## src/rtl/cpu_prefetch_if.sv

```systemverilog
`default_nettype none
// ============================================================================
// cpu_prefetch_if : fetch-bus and IR handshake bundle for cpu_prefetch_unit
// Rev 1.0
// ============================================================================
interface cpu_prefetch_if;
   logic        pipeline_advance;
   logic        flush;
   logic [31:0] flush_pc;
   logic        flush_thumb;
   logic        mem_req;
   logic [31:0] mem_addr;
   logic [1:0]  mem_size;
   logic        mem_ready;
   logic [31:0] mem_rdata;
   logic [31:0] IR;
   logic        ir_valid;
   logic [31:0] ir_pc;
   logic        thumb;

   modport master (
      input  pipeline_advance, flush, flush_pc, flush_thumb, mem_ready, mem_rdata,
      output mem_req, mem_addr, mem_size, IR, ir_valid, ir_pc, thumb
   );

   modport slave (
      output pipeline_advance, flush, flush_pc, flush_thumb, mem_ready, mem_rdata,
      input  mem_req, mem_addr, mem_size, IR, ir_valid, ir_pc, thumb
   );
endinterface
`default_nettype wire

```

## src/rtl/cpu_prefetch_unit.sv

```systemverilog
`default_nettype none
// ============================================================================
// cpu_prefetch_unit : ARM/Thumb instruction prefetch with FIFO, IR stage, flush/drain
// Rev 1.0
// ============================================================================
module cpu_prefetch_unit #(
   parameter logic [31:0] RESET_VECTOR = 32'h0000_0000,
   parameter int          FIFO_DEPTH   = 2
) (
   input  logic           clk,
   input  logic           reset,
   cpu_prefetch_if.master bus
);
   localparam int               c_ptr_w = (FIFO_DEPTH > 1) ? $clog2(FIFO_DEPTH) : 1;
   localparam int               c_cnt_w = $clog2(FIFO_DEPTH + 1);
   localparam logic [c_cnt_w-1:0] c_depth = c_cnt_w'(FIFO_DEPTH);
   localparam logic [c_ptr_w-1:0] c_last  = c_ptr_w'(FIFO_DEPTH - 1);

   typedef enum logic [0:0] {
      ST_FETCH = 1'b0,
      ST_DRAIN = 1'b1
   } state_e;

   state_e              state_q, state_d;
   logic [31:0]         fetch_pc_q, fetch_pc_d;
   logic [31:0]         target_q, target_d;
   logic                thumb_q, thumb_d;
   logic [1:0]          drain_size_q, drain_size_d;

   logic [31:0]         fifo_op_q [FIFO_DEPTH];
   logic [31:0]         fifo_pc_q [FIFO_DEPTH];
   logic [c_ptr_w-1:0]  rd_ptr_q, wr_ptr_q;
   logic [c_cnt_w-1:0]  count_q;
   logic [31:0]         ir_q, ir_pc_q;
   logic                ir_valid_q;

   logic                w_mem_req;
   logic [1:0]          w_mem_size;
   logic [31:0]         w_flush_target;
   logic [15:0]         w_half;
   logic [31:0]         w_push_op;
   logic                w_push;
   logic                w_pop;
   logic                w_unused;

   function automatic logic [c_ptr_w-1:0] ptr_inc(input logic [c_ptr_w-1:0] p);
      return (p == c_last) ? '0 : p + 1'b1;
   endfunction

   // Thumb halfword lane follows the fetch address, ARM takes the whole word
   assign w_half    = fetch_pc_q[1] ? bus.mem_rdata[31:16] : bus.mem_rdata[15:0];
   assign w_push_op = thumb_q ? {16'h0000, w_half} : bus.mem_rdata;
   assign w_pop     = bus.pipeline_advance && (count_q != '0) && !bus.flush;
   assign w_unused  = bus.flush_pc[0];

   always_comb begin
      state_d        = state_q;
      fetch_pc_d     = fetch_pc_q;
      target_d       = target_q;
      thumb_d        = thumb_q;
      drain_size_d   = drain_size_q;
      w_mem_req      = 1'b0;
      w_mem_size     = thumb_q ? 2'b01 : 2'b10;
      w_push         = 1'b0;
      w_flush_target = bus.flush_thumb ? {bus.flush_pc[31:1], 1'b0}
                                       : {bus.flush_pc[31:2], 2'b00};
      if (!reset) begin
         case (state_q)
            ST_FETCH: begin
               w_mem_req = (count_q < c_depth);
               if (bus.flush) begin
                  thumb_d = bus.flush_thumb;
                  // An accepted request cannot be withdrawn: let it finish in DRAIN
                  if (w_mem_req && !bus.mem_ready) begin
                     state_d      = ST_DRAIN;
                     target_d     = w_flush_target;
                     drain_size_d = w_mem_size;
                  end else begin
                     fetch_pc_d = w_flush_target;
                  end
               end else if (w_mem_req && bus.mem_ready) begin
                  w_push     = 1'b1;
                  fetch_pc_d = fetch_pc_q + (thumb_q ? 32'd2 : 32'd4);
               end
            end
            ST_DRAIN: begin
               w_mem_req  = 1'b1;
               w_mem_size = drain_size_q;
               if (bus.flush) begin
                  thumb_d  = bus.flush_thumb;
                  target_d = w_flush_target;
               end
               if (bus.mem_ready) begin
                  state_d    = ST_FETCH;
                  fetch_pc_d = bus.flush ? w_flush_target : target_q;
               end
            end
            default: state_d = ST_FETCH;
         endcase
      end
   end

   always_ff @(posedge clk) begin
      if (reset) begin
         state_q      <= ST_FETCH;
         fetch_pc_q   <= RESET_VECTOR;
         target_q     <= RESET_VECTOR;
         thumb_q      <= 1'b0;
         drain_size_q <= 2'b10;
      end else begin
         state_q      <= state_d;
         fetch_pc_q   <= fetch_pc_d;
         target_q     <= target_d;
         thumb_q      <= thumb_d;
         drain_size_q <= drain_size_d;
      end
   end

   always_ff @(posedge clk) begin
      if (w_push) begin
         fifo_op_q[wr_ptr_q] <= w_push_op;
         fifo_pc_q[wr_ptr_q] <= fetch_pc_q;
      end
   end

   always_ff @(posedge clk) begin
      if (reset) begin
         rd_ptr_q   <= '0;
         wr_ptr_q   <= '0;
         count_q    <= '0;
         ir_q       <= 32'h0;
         ir_pc_q    <= 32'h0;
         ir_valid_q <= 1'b0;
      end else if (bus.flush) begin
         rd_ptr_q   <= '0;
         wr_ptr_q   <= '0;
         count_q    <= '0;
         ir_valid_q <= 1'b0;
      end else begin
         if (w_push) wr_ptr_q <= ptr_inc(wr_ptr_q);
         if (w_pop)  rd_ptr_q <= ptr_inc(rd_ptr_q);
         count_q <= count_q + c_cnt_w'(w_push) - c_cnt_w'(w_pop);
         if (bus.pipeline_advance) begin
            if (count_q != '0) begin
               ir_q       <= fifo_op_q[rd_ptr_q];
               ir_pc_q    <= fifo_pc_q[rd_ptr_q];
               ir_valid_q <= 1'b1;
            end else begin
               ir_valid_q <= 1'b0;
            end
         end
      end
   end

   assign bus.mem_req  = w_mem_req;
   assign bus.mem_addr = fetch_pc_q;
   assign bus.mem_size = w_mem_size;
   assign bus.IR       = ir_q;
   assign bus.ir_valid = ir_valid_q;
   assign bus.ir_pc    = ir_pc_q;
   assign bus.thumb    = thumb_q;
endmodule
`default_nettype wire

```

## src/flat_wrapper.sv

```systemverilog
// flat-port wrapper written by rule: the top's interface ports become plain ports
module cpu_prefetch_unit_flat 
#(
   parameter logic [31:0] RESET_VECTOR = 32'h0000_0000,
   parameter int          FIFO_DEPTH   = 2
)
  (clk, reset, bus_pipeline_advance, bus_flush, bus_flush_pc, bus_flush_thumb, bus_mem_ready, bus_mem_rdata, bus_mem_req, bus_mem_addr, bus_mem_size, bus_IR, bus_ir_valid, bus_ir_pc, bus_thumb);
  cpu_prefetch_if bus_i ();
  input  logic clk;
  input  logic reset;
  input wire logic [$bits(bus_i.pipeline_advance)-1:0] bus_pipeline_advance;
  input wire logic [$bits(bus_i.flush)-1:0] bus_flush;
  input wire logic [$bits(bus_i.flush_pc)-1:0] bus_flush_pc;
  input wire logic [$bits(bus_i.flush_thumb)-1:0] bus_flush_thumb;
  input wire logic [$bits(bus_i.mem_ready)-1:0] bus_mem_ready;
  input wire logic [$bits(bus_i.mem_rdata)-1:0] bus_mem_rdata;
  output wire logic [$bits(bus_i.mem_req)-1:0] bus_mem_req;
  output wire logic [$bits(bus_i.mem_addr)-1:0] bus_mem_addr;
  output wire logic [$bits(bus_i.mem_size)-1:0] bus_mem_size;
  output wire logic [$bits(bus_i.IR)-1:0] bus_IR;
  output wire logic [$bits(bus_i.ir_valid)-1:0] bus_ir_valid;
  output wire logic [$bits(bus_i.ir_pc)-1:0] bus_ir_pc;
  output wire logic [$bits(bus_i.thumb)-1:0] bus_thumb;
  assign bus_i.pipeline_advance = bus_pipeline_advance;
  assign bus_i.flush = bus_flush;
  assign bus_i.flush_pc = bus_flush_pc;
  assign bus_i.flush_thumb = bus_flush_thumb;
  assign bus_i.mem_ready = bus_mem_ready;
  assign bus_i.mem_rdata = bus_mem_rdata;
  assign bus_mem_req = bus_i.mem_req;
  assign bus_mem_addr = bus_i.mem_addr;
  assign bus_mem_size = bus_i.mem_size;
  assign bus_IR = bus_i.IR;
  assign bus_ir_valid = bus_i.ir_valid;
  assign bus_ir_pc = bus_i.ir_pc;
  assign bus_thumb = bus_i.thumb;
  cpu_prefetch_unit #(.RESET_VECTOR(RESET_VECTOR), .FIFO_DEPTH(FIFO_DEPTH)) u_core (.clk(clk), .reset(reset), .bus(bus_i));
endmodule
```

## config.mk

```make
export PLATFORM = sky130hd
export DESIGN_NAME = cpu_prefetch_unit_flat
export DESIGN_NICKNAME = d
export VERILOG_FILES = /design/src/rtl/cpu_prefetch_if.sv /design/src/rtl/cpu_prefetch_unit.sv /design/src/flat_wrapper.sv
export SDC_FILE = /design/constraint.sdc
export NUM_CORES = 1
export LEC_CHECK = 0
export BUFFER_PORTS_ARGS = -buffer_cell sky130_fd_sc_hd__buf_2
export CAP_MARGIN = 20
export CELL_PAD_IN_SITES_DETAIL_PLACEMENT = 0
export CELL_PAD_IN_SITES_GLOBAL_PLACEMENT = 1
export CORE_MARGIN = 2
export CORE_UTILIZATION = 40
export CTS_CLUSTER_DIAMETER = 60
export DETAILED_ROUTE_END_ITERATION = 12
export PLACE_DENSITY_LB_ADDON = 0.1
export SKIP_CTS_REPAIR_TIMING = 1
export SYNTH_ARGS = -nofsm -noshare
export SYNTH_HDL_FRONTEND = slang
export SYNTH_SLANG_ARGS = --single-unit
```

## constraint.sdc

```tcl
create_clock -name clk -period 4.55 [get_ports clk]
set_input_delay 0.455 -clock clk [delete_from_list [all_inputs] [get_ports clk]]
set_output_delay 0.455 -clock clk [all_outputs]
set_load 0.005 [all_outputs]
```

; ---- Word-level counts from Yosys, hierarchy flattened
; Memories as Yosys holds them, arrays and structs flattened. A register that Yosys moved wholly into a read port is not among the register bits.
; Cells that the tools add are included.
; Widths: inputs -> output; s select.
[classes]
n_reduce_logical = 12
n_addsub = 5
n_mux = 32
bitwise_logic = 2
eq_ne = 5
order_cmp = 1
[ops]
columns = cell, n
row1 = $mux 32, 8
row2 = $pmux 32 s2, 2
row3 = $add 32x32->32, 1
row4 = $mux 16, 1
row5 = $mux 1, 14
row6 = $reduce_and 3->1, 3
row7 = $mux 2, 4
row8 = $logic_and 1x1->1, 4
row9 = $ne 2x2->1 const B, 2
row10 = $pmux 1 s2, 2
row11 = $mux 3, 1
row12 = $ne 3x2->1 const B, 1
row13 = $ne 3x3->1 const B, 1
row14 = $add 1x1->1 const B, 2
row15 = $add 2x1->2, 1
row16 = $logic_not 1->1, 2
row17 = $lt 2x2->1 const B, 1
row18 = $ne 2x1->1 const B, 1
row19 = $not 1->1, 2
row20 = $reduce_and 2->1, 1
row21 = $reduce_bool 2->1, 1
row22 = $reduce_or 2->1, 1
row23 = $sub 2x1->2, 1
[totals]
mem_count = 2
in_bits = 70
output_inout_bits = 101
ramBits = 128
reg_bits = 73
wordCells = 68
[mem_list]
columns = memory, depth, width, read_ports, rd_ports_with_merged_regs, write_ports, line
row1 = u_core.fifo_op_q, 2, 32, 1, 1, 1, cpu_prefetch_unit.sv:30  ; logic [31:0] fifo_op_q [FIFO_DEPTH];
row2 = u_core.fifo_pc_q, 2, 32, 1, 1, 1, cpu_prefetch_unit.sv:31  ; logic [31:0] fifo_pc_q [FIFO_DEPTH];

; ---- Logic depth before layout (Yosys ltp)
; Gate-level depths: netlist of the first run.
[logic_depth]
depth_word = 8
mapped_depth = 10
depth_no_buf = 8

; ---- Worst setup path after synthesis of the first run
; Ideal clock, no wire load.
[synth_timing]
path_type = input port to flip-flop
start = input port bus_flush
end = memory u_core.fifo_op_q[0][0], enable pin
required_time_ns = 4.064
arrival_time_ns = 3.910
n_path_buf = 1
slack_ns = 0.154
setup_ns = 0.486
path_stages = 5
path_cell_list = or2_2 buf_2 nor2_2 nand2_1 nor2_1
[synth_between]
elab_chain_cells = 5
[synth_lines]
columns = item, line
row1 = start: declaration, flat_wrapper.sv:12  ; input wire logic [$bits(bus_i.flush)-1:0] bus_flush;
row2 = $mux 1, cpu_prefetch_unit.sv:71  ; if (bus.flush) begin
row3 = $mux 1, cpu_prefetch_unit.sv:68  ; case (state_q)
row4 = $mux 1, cpu_prefetch_unit.sv:67  ; if (!reset) begin
row5 = $mux 1, cpu_prefetch_unit.sv:120  ; if (w_push) begin
row6 = $mux 1 (implied by the code), cpu_prefetch_unit.sv:121  ; fifo_op_q[wr_ptr_q] <= w_push_op;
row7 = end: declaration, cpu_prefetch_unit.sv:30
; Every way passes these cells.

; ---- Final worst setup path of the first run
[layout_timing]
start = register u_core.thumb_q, in the netlist u_core.bus.thumb
end = register u_core.fetch_pc_q[29], in the netlist u_core.bus.mem_addr[29]
[layout_between]
elab_chain_cells = 5
[layout_lines]
columns = item, line
row1 = start: declaration, cpu_prefetch_unit.sv:27  ; logic thumb_q, thumb_d;
row2 = start signal: assignment, cpu_prefetch_unit.sv:114  ; thumb_q <= thumb_d;
row3 = $mux 3, cpu_prefetch_unit.sv:83  ; fetch_pc_d = fetch_pc_q + (thumb_q ? 32'd2 : 32'd4);
row4 = $add 32x32->32, cpu_prefetch_unit.sv:83
row5 = $mux 32, cpu_prefetch_unit.sv:81  ; end else if (w_mem_req && bus.mem_ready) begin
row6 = $mux 32, cpu_prefetch_unit.sv:71
row7 = $pmux 32 s2, cpu_prefetch_unit.sv:68
row8 = end signal: assignment, cpu_prefetch_unit.sv:112  ; fetch_pc_q <= fetch_pc_d;
row9 = end: declaration, cpu_prefetch_unit.sv:25  ; logic [31:0] fetch_pc_q, fetch_pc_d;
; Every way passes these cells. The select of a mux whose other input is x is not followed.
; A chain may end at the register's enable or synchronous reset.

==> results of run 1 <==
==> Yosys cell counts (5+ instances only) <==
cell type,number
dfxtp_1,137
nor2b_1,21
a21oi_1,58
a31oi_1,6
a211oi_1,73
buf_2,17
o21ai_0,36
inv_1,14
nand2b_1,6
mux2_2,17
edfxtp_1,128
nand3_1,21
nand2_1,110
nor3_1,9
clkbuf_1,39
buf_1,11
nand4_1,5
o211ai_1,6
nor4_1,7
mux2i_1,69
nor2_1,95
and3_1,10
==> layout make-up <==
| class | count | area share (%) |
|---|---|---|
| Multi-Input combinational cell | 625 | 30.11 |
| Sequential cell | 265 | 50.69 |
| Timing Repair Buffer | 184 | 7.642 |
| Clock buffer | 44 | 7.151 |
| Clock inverter | 16 | 0.6641 |
| Tap cell | 341 | 3.282 |
| Inverter | 16 | 0.4620 |
==> cell families (layout without fill, tap and decap cells) <==
group | count (synthesis) | count (layout)
adders and majority gates | 5 | 5
muxes | 86 | 86
xor gates and xnor gates | 5 | 5
DFF | 265 | 265
and+or+nand+nor | 309 | 309
AOI/OAI and AO/OA | 220 | 220
buffers and inverters | 83 | 260
==> cell usage in the layout, fill, tap and decap left out, types with 4 or more instances in the layout <==
| cell | instances |
|---|---|
| a211oi_1 | 73 |
| a21oi_1 | 57 |
| a311oi_1 | 4 |
| a31oi_1 | 6 |
| and3_1 | 10 |
| buf_2 | 168 |
| buf_4 | 14 |
| clkbuf_1 | 7 |
| clkbuf_16 | 35 |
| clkinv_1 | 7 |
| clkinv_2 | 6 |
| dfxtp_1 | 136 |
| edfxtp_1 | 128 |
| ha_1 | 4 |
| inv_1 | 14 |
| mux2_2 | 17 |
| mux2i_1 | 69 |
| nand2_1 | 110 |
| nand2b_1 | 6 |
| nand3_1 | 21 |
| nand4_1 | 5 |
| nor2_1 | 93 |
| nor2b_1 | 21 |
| nor3_1 | 9 |
| nor4_1 | 7 |
| o211ai_1 | 6 |
| o21ai_0 | 36 |
| o311ai_0 | 4 |
| o32ai_1 | 4 |
| or3_1 | 4 |
==> routing by layer <==
metal  vias up  global-route usage, %
met5         -                      0
met4         0                  4.723
met3        32                  3.244
met2       226                  28.57
met1      3721                  29.59
li1       3892                      -
==> registers in the layout (all words and copies together), names as in the netlist <==
| register | cells |
|---|---|
| u_core.state_q | 1 |
| u_core.fifo_pc_q | 64 |
| u_core.count_q | 2 |
| u_core.rd_ptr_q | 1 |
| u_core.fifo_op_q | 64 |
| u_core.bus.mem_addr | 32 |
| u_core.bus.ir_valid | 1 |
| u_core.drain_size_q | 2 |
| u_core.bus.IR | 32 |
| u_core.wr_ptr_q | 1 |
| u_core.target_q | 32 |
| u_core.bus.thumb | 1 |
| u_core.bus.ir_pc | 32 |
==> worst paths after layout <==
check	startpoint	to	slack (ps)	depth (start not counted)
worst min register to register	u_core.target_q[13]	u_core.target_q[13]	450	2
worst min-delay path	bus_flush_pc[8]	u_core.target_q[8]	210	3
worst max-delay path	u_core.bus.thumb	u_core.bus.mem_addr[29]	1320	8
worst max register to register	u_core.bus.thumb	u_core.bus.mem_addr[29]	1320	8
==> power by group through the flow <==
stage               logic (mW)  clock network [mW]  registers (mW)
floorplan                0.191                   0            2.66
finish                   0.327                2.43            2.63
global route             0.365                2.58            2.64
global placement         0.322                   0            2.68
detailed placement       0.328                   0            2.68
CTS                      0.330                2.48            2.63
==> worst reg2reg max path, cell delays in order (launching register included) <==
cell,delay [ps]
dfxtp_1,720
ha_1,300
inv_1,60
fa_1,450
nand4b_1,340
nor2_1,560
nand2_1,190
or4_1,430
o211ai_1,100
==> metrics by stage <==
| step | worst slack (ps) | hold WS [ps] | power (mW) | cells | area [um2] |
|---|---|---|---|---|---|
| 5_1_grt | 1124 | 214.6 | 5.582 | 1491 | 13000 |
| 4_1_cts | 1278 | 195.4 | 5.443 | 1491 | 13000 |
| 6_report | 1321 | 214.5 | 5.384 | 1491 | 13000 |
| 2_1_floorplan | 153.9 | 427.4 | 2.850 | 973 | 10810 |
| 3_3_place_gp | 1387 | 433.4 | 3.001 | 1430 | 11960 |
| 3_5_place_dp | 1304 | 442.0 | 3.009 | 1431 | 11980 |
==> impl_metrics.env, run 1 <==
export IMPL_crit_path_max_fanout=14
export IMPL_status="complete, no violations"
export IMPL_synth_top_cell_area_share_pct=35.57
export IMPL_slew_viol_final=0
export IMPL_synthAdderAreaFrac_pct=0.6484
export IMPL_fmax_ghz=0.3097
export IMPL_fill_cells=2491
export IMPL_rows=60
export IMPL_multiInputGateArea_mm2=0.003914
export IMPL_slew_headroom_pct=40.56
export IMPL_pwr_share_comb_pct=6.1
export IMPL_hpwlAfterDp_um=17960
export IMPL_highest_layer="met4"
export IMPL_drc_errors=0
export IMPL_wl_met1_um=14160
export IMPL_path_clk_slew_ps=50
export IMPL_drtIter0Drc=532
export IMPL_core_area_mm2=0.02673
export IMPL_grt_util_all_layers_pct=19.37
export IMPL_num_antenna_cells=0
export IMPL_cp_slowest_cell="dfxtp_1"
export IMPL_syn_nets=1048
export IMPL_min_path_type="in -> reg"
export IMPL_path_class="reg -> reg"
export IMPL_grt_pass1_vias=7290
export IMPL_clockBufferDepth=3
export IMPL_overflow=0
export IMPL_rsz0062_at_grt="no"
export IMPL_grt_pass1_wl_um=42860
export IMPL_syn_to_final_growth_pct=20.31
export IMPL_die_x_um=168.4
export IMPL_critPathRequiredTime_ps=4970
export IMPL_ys_ff_latch=265
export IMPL_synth_simple_area_share_pct=13.34
export IMPL_synth_cells=973
export IMPL_seqPwrFrac_pct=48.9
export IMPL_cellLeakagePower_nw=4.665
export IMPL_p_sw_mw=1.250
export IMPL_root_buffer="clkbuf_16"
export IMPL_synth_top_family_by_area="compound AO/OA/AOI/OAI gates"
export IMPL_fin_crit_ps=3229
export IMPL_vias=7871
export IMPL_drive_above_1_share_pct=22.78
export IMPL_wl_um=27980
export IMPL_synth_edf_count=128
export IMPL_critPathTopFamily="simple AND/OR/NAND/NOR gates"
export IMPL_drv_cap=0
export IMPL_muxShareOfSynthArea_pct=8.164
export IMPL_yosysUniqueCellTypes=61
export IMPL_floorplan_io_pins=171
export IMPL_synth_area_top_cells="edfxtp_1, dfxtp_1, mux2i_1"
export IMPL_firstDrtPassIters=5
export IMPL_crit_path_start_kind="flip-flop"
export IMPL_tightest_slew_ps=889.6
export IMPL_layout_worst_path_cycle_share_pct=70.97
export IMPL_antenna_left=0
export IMPL_synth_compound_area_share_pct=13.41
export IMPL_max_stage_delay_ps=720
export IMPL_cts_tree="yes"
export IMPL_route_met2_wl_um=11950
export IMPL_tns_ps=0
export IMPL_pwr_share_clk_pct=45.1
export IMPL_synth_area_mm2=0.01081
export IMPL_cp_cell_sequence="ha_1 > inv_1 > fa_1 > nand4b_1 > nor2_1 > nand2_1 > or4_1 > o211ai_1"
export IMPL_die_y_um=168.4
export IMPL_die_area_mm2=0.02834
export IMPL_synthFlopType="dfxtp_1"
export IMPL_antenna_found_initial=0
export IMPL_yosys_warnings=0
export IMPL_htreeDepth=2
export IMPL_synthArstFlopShare_pct=0
export IMPL_clock_latency_ps=490
export IMPL_post_drt_via_cell_ratio=5.279
export IMPL_setup_violations=0
export IMPL_start_util_pct=40.43
export IMPL_internal_power_mw=4.134
export IMPL_portBuffers=169
export IMPL_post_route_util_pct=48.64
export IMPL_wl_met3_um=1443
export IMPL_path_buf_inv=1
export IMPL_fin_nets=1201
export IMPL_post_synth_top_area_cell="edfxtp_1"
export IMPL_worst_ir_drop_vdd_mv=0.2533
export IMPL_cts_num_sinks=265
export IMPL_register_area_mm2=0.006590
export IMPL_cp_data_arrival_time_ps=3650
export IMPL_place_congestion=0.7877
export IMPL_grt_max_degree=70
export IMPL_p_per_area_mw_per_mm2=414.2
export IMPL_finalHoldViolations=0
export IMPL_swShare_pct=23.22
export IMPL_synth_yosys_seq_area_share_pct=60.95
export IMPL_cp_end_kind="flip-flop"
export IMPL_wl_per_cell_um=18.77
export IMPL_numCtsBuffers=34
export IMPL_fin_worst_skew_ps=9.054
export IMPL_syn_area_per_cell_um2=11.11
export IMPL_synth_xor_area_share_pct=0.4053
Note: power is estimated with default switching activity, not from simulation.
==> inputs of run 2 (changes only) <==
--- a/config.mk
+++ b/config.mk
@@ -10,7 +10,7 @@
 export CELL_PAD_IN_SITES_DETAIL_PLACEMENT = 0
 export CELL_PAD_IN_SITES_GLOBAL_PLACEMENT = 1
 export CORE_MARGIN = 2
-export CORE_UTILIZATION = 40
+export CORE_UTILIZATION = 45
 export CTS_CLUSTER_DIAMETER = 60
 export DETAILED_ROUTE_END_ITERATION = 12
 export PLACE_DENSITY_LB_ADDON = 0.1
==> constraint.sdc (replaced) <==
create_clock -name clk -period 3.2 [get_ports clk]
set_input_delay 0.32 -clock clk [delete_from_list [all_inputs] [get_ports clk]]
set_output_delay 0.32 -clock clk [all_outputs]
set_load 0.005 [all_outputs]
==> impl_metrics.env, run 2 (synthesis gave the netlist of run 1 again) <==
export IMPL_root_buffer="clkbuf_16"
export IMPL_route_met2_wl_um=12060
export IMPL_crit_path_start_kind="flip-flop"
export IMPL_antenna_left=0
export IMPL_fin_worst_skew_ps=20.12
export IMPL_fin_area_mm2=0.01293
export IMPL_die_area_mm2=0.02527
export IMPL_setup_violations=0
export IMPL_rows=56
export IMPL_cts_tree="yes"
export IMPL_reg_top3="u_core.fifo_op_q (64), u_core.fifo_pc_q (64)"
export IMPL_register_area_mm2=0.006590
export IMPL_multiInputGateArea_mm2=0.003914
export IMPL_cp_end_kind="flip-flop"
export IMPL_grt_max_degree=129
export IMPL_finalHoldViolations=0
export IMPL_slew_headroom_pct=39.86
export IMPL_cp_data_arrival_time_ps=3280
export IMPL_layout_commonest_cell="buf_2"
export IMPL_overflow=0
export IMPL_drv_cap=0
export IMPL_antenna_found_initial=0
export IMPL_tns_ps=0
export IMPL_portBuffers=169
export IMPL_core_area_mm2=0.02354
export IMPL_wl_um=27110
export IMPL_grt_pass1_wl_um=41860
export IMPL_fin_crit_ps=2808
export IMPL_vias=7816
export IMPL_start_util_pct=45.90
export IMPL_fill_cells=2160
export IMPL_placed_cell_area_mm2=0.01202
export IMPL_wl_met3_um=1380
export IMPL_firstDrtPassIters=5
export IMPL_path_clk_slew_ps=60
export IMPL_min_path_type="in -> reg"
export IMPL_cellLeakagePower_nw=4.647
export IMPL_dp_cells=1415
export IMPL_syn_to_final_growth_pct=19.67
export IMPL_fin_cells=1469
export IMPL_path_class="reg -> reg"
export IMPL_wl_per_cell_um=18.46
export IMPL_post_drt_via_cell_ratio=5.321
export IMPL_place_congestion=0.8290
export IMPL_grt_util_all_layers_pct=20.66
export IMPL_drive_above_1_share_pct=22.87
export IMPL_rsz0062_at_grt="no"
export IMPL_crit_path_max_fanout=8
export IMPL_drtIter0Drc=536
export IMPL_wl_met1_um=13300
export IMPL_die_y_um=159.0
export IMPL_clock_latency_ps=550
export IMPL_highest_layer="met4"
export IMPL_grt_pass1_vias=7298
export IMPL_hpwlAfterDp_um=17660
export IMPL_final_cell_mix="buf_2, dfxtp_1, edfxtp_1, nand2_1, nor2_1"
export IMPL_slew_viol_final=0
export IMPL_clockBufferDepth=3
export IMPL_status="complete, no violations"
export IMPL_floorplan_io_pins=171
export IMPL_num_antenna_cells=0
export IMPL_worst_ir_drop_vdd_mv=0.3541
export IMPL_critPathRequiredTime_ps=3670
export IMPL_fin_nets=1202
export IMPL_fmax_ghz=0.3561
export IMPL_p_per_area_mw_per_mm2=570.3
export IMPL_drc_errors=0
export IMPL_layout_worst_path_cycle_share_pct=87.75
export IMPL_numCtsBuffers=29
export IMPL_cts_num_sinks=265
export IMPL_die_x_um=159.0
export IMPL_tightest_slew_ps=877.0
export IMPL_htreeDepth=1
run 2: cell count changes in the layout (fill, tap and decap cells not counted):
cell	before	now
clkbuf_8	2	4
clkinv_1	7	6
clkinvlp_4	3	2
bufinv_16	0	1
buf_16	1	0
inv_8	0	1
clkbuf_16	35	29
buf_4	14	18
inv_4	1	0
buf_12	1	4
clkinv_2	6	5
run 2: final timing paths:
check	cells after the start	to	startpoint	slack [ps]
worst max-delay path	8	u_core.bus.mem_addr[29]	u_core.bus.mem_addr[1]	390
worst min register to register	2	u_core.target_q[13]	u_core.target_q[13]	450
worst max register to register	8	u_core.bus.mem_addr[29]	u_core.bus.mem_addr[1]	390
worst min-delay path	3	u_core.target_q[26]	bus_flush_pc[26]	30
run 2: layer usage:
metal,GRT usage (%),vias to the layer above
met5,0,-
li1,-,3894
met4,4.339,0
met3,3.256,31
met1,31.13,3676
met2,31.72,215
run 2: final cells by class:
cell class              count  share of cell area, %
inverters                  16                 0.4644
multi-input cells         625                  30.27
repair buffers            190                  8.166
flip-flops and latches    265                  50.96
well taps                 319                  3.087
clock buffers              40                  6.241
clock inverters            14                 0.8128
run 2: through the flow:
step	hold slack [ps]	utilization [%]	power (mW)	worst slack [ps]
after floorplan	396.9	-	4.052	1.752
after global placement	433.4	51.05	4.271	440.6
after detailed placement	440.6	51.05	4.278	379.8
after CTS	16.18	54.93	7.441	377.4
after global routing	24.75	54.93	7.647	158.2
final	34.30	54.93	7.375	392.1
run 2: worst max-delay path: stages, from the launching register on:
cell	delay, ps
dfxtp_1	410
ha_1	220
inv_1	60
fa_1	440
nand4b_1	330
nor2_1	560
nand2_1	190
or4_1	430
o211ai_1	100
run 2: power breakdown:
part           leakage (nW)  internal, mW  switching [mW]  total, mW
Clock                 0.445          1.84            1.33       3.17
Combinational          1.92         0.182           0.292      0.474
Sequential             2.28          3.65          0.0852       3.73
Total                  4.65          5.67            1.70       7.38
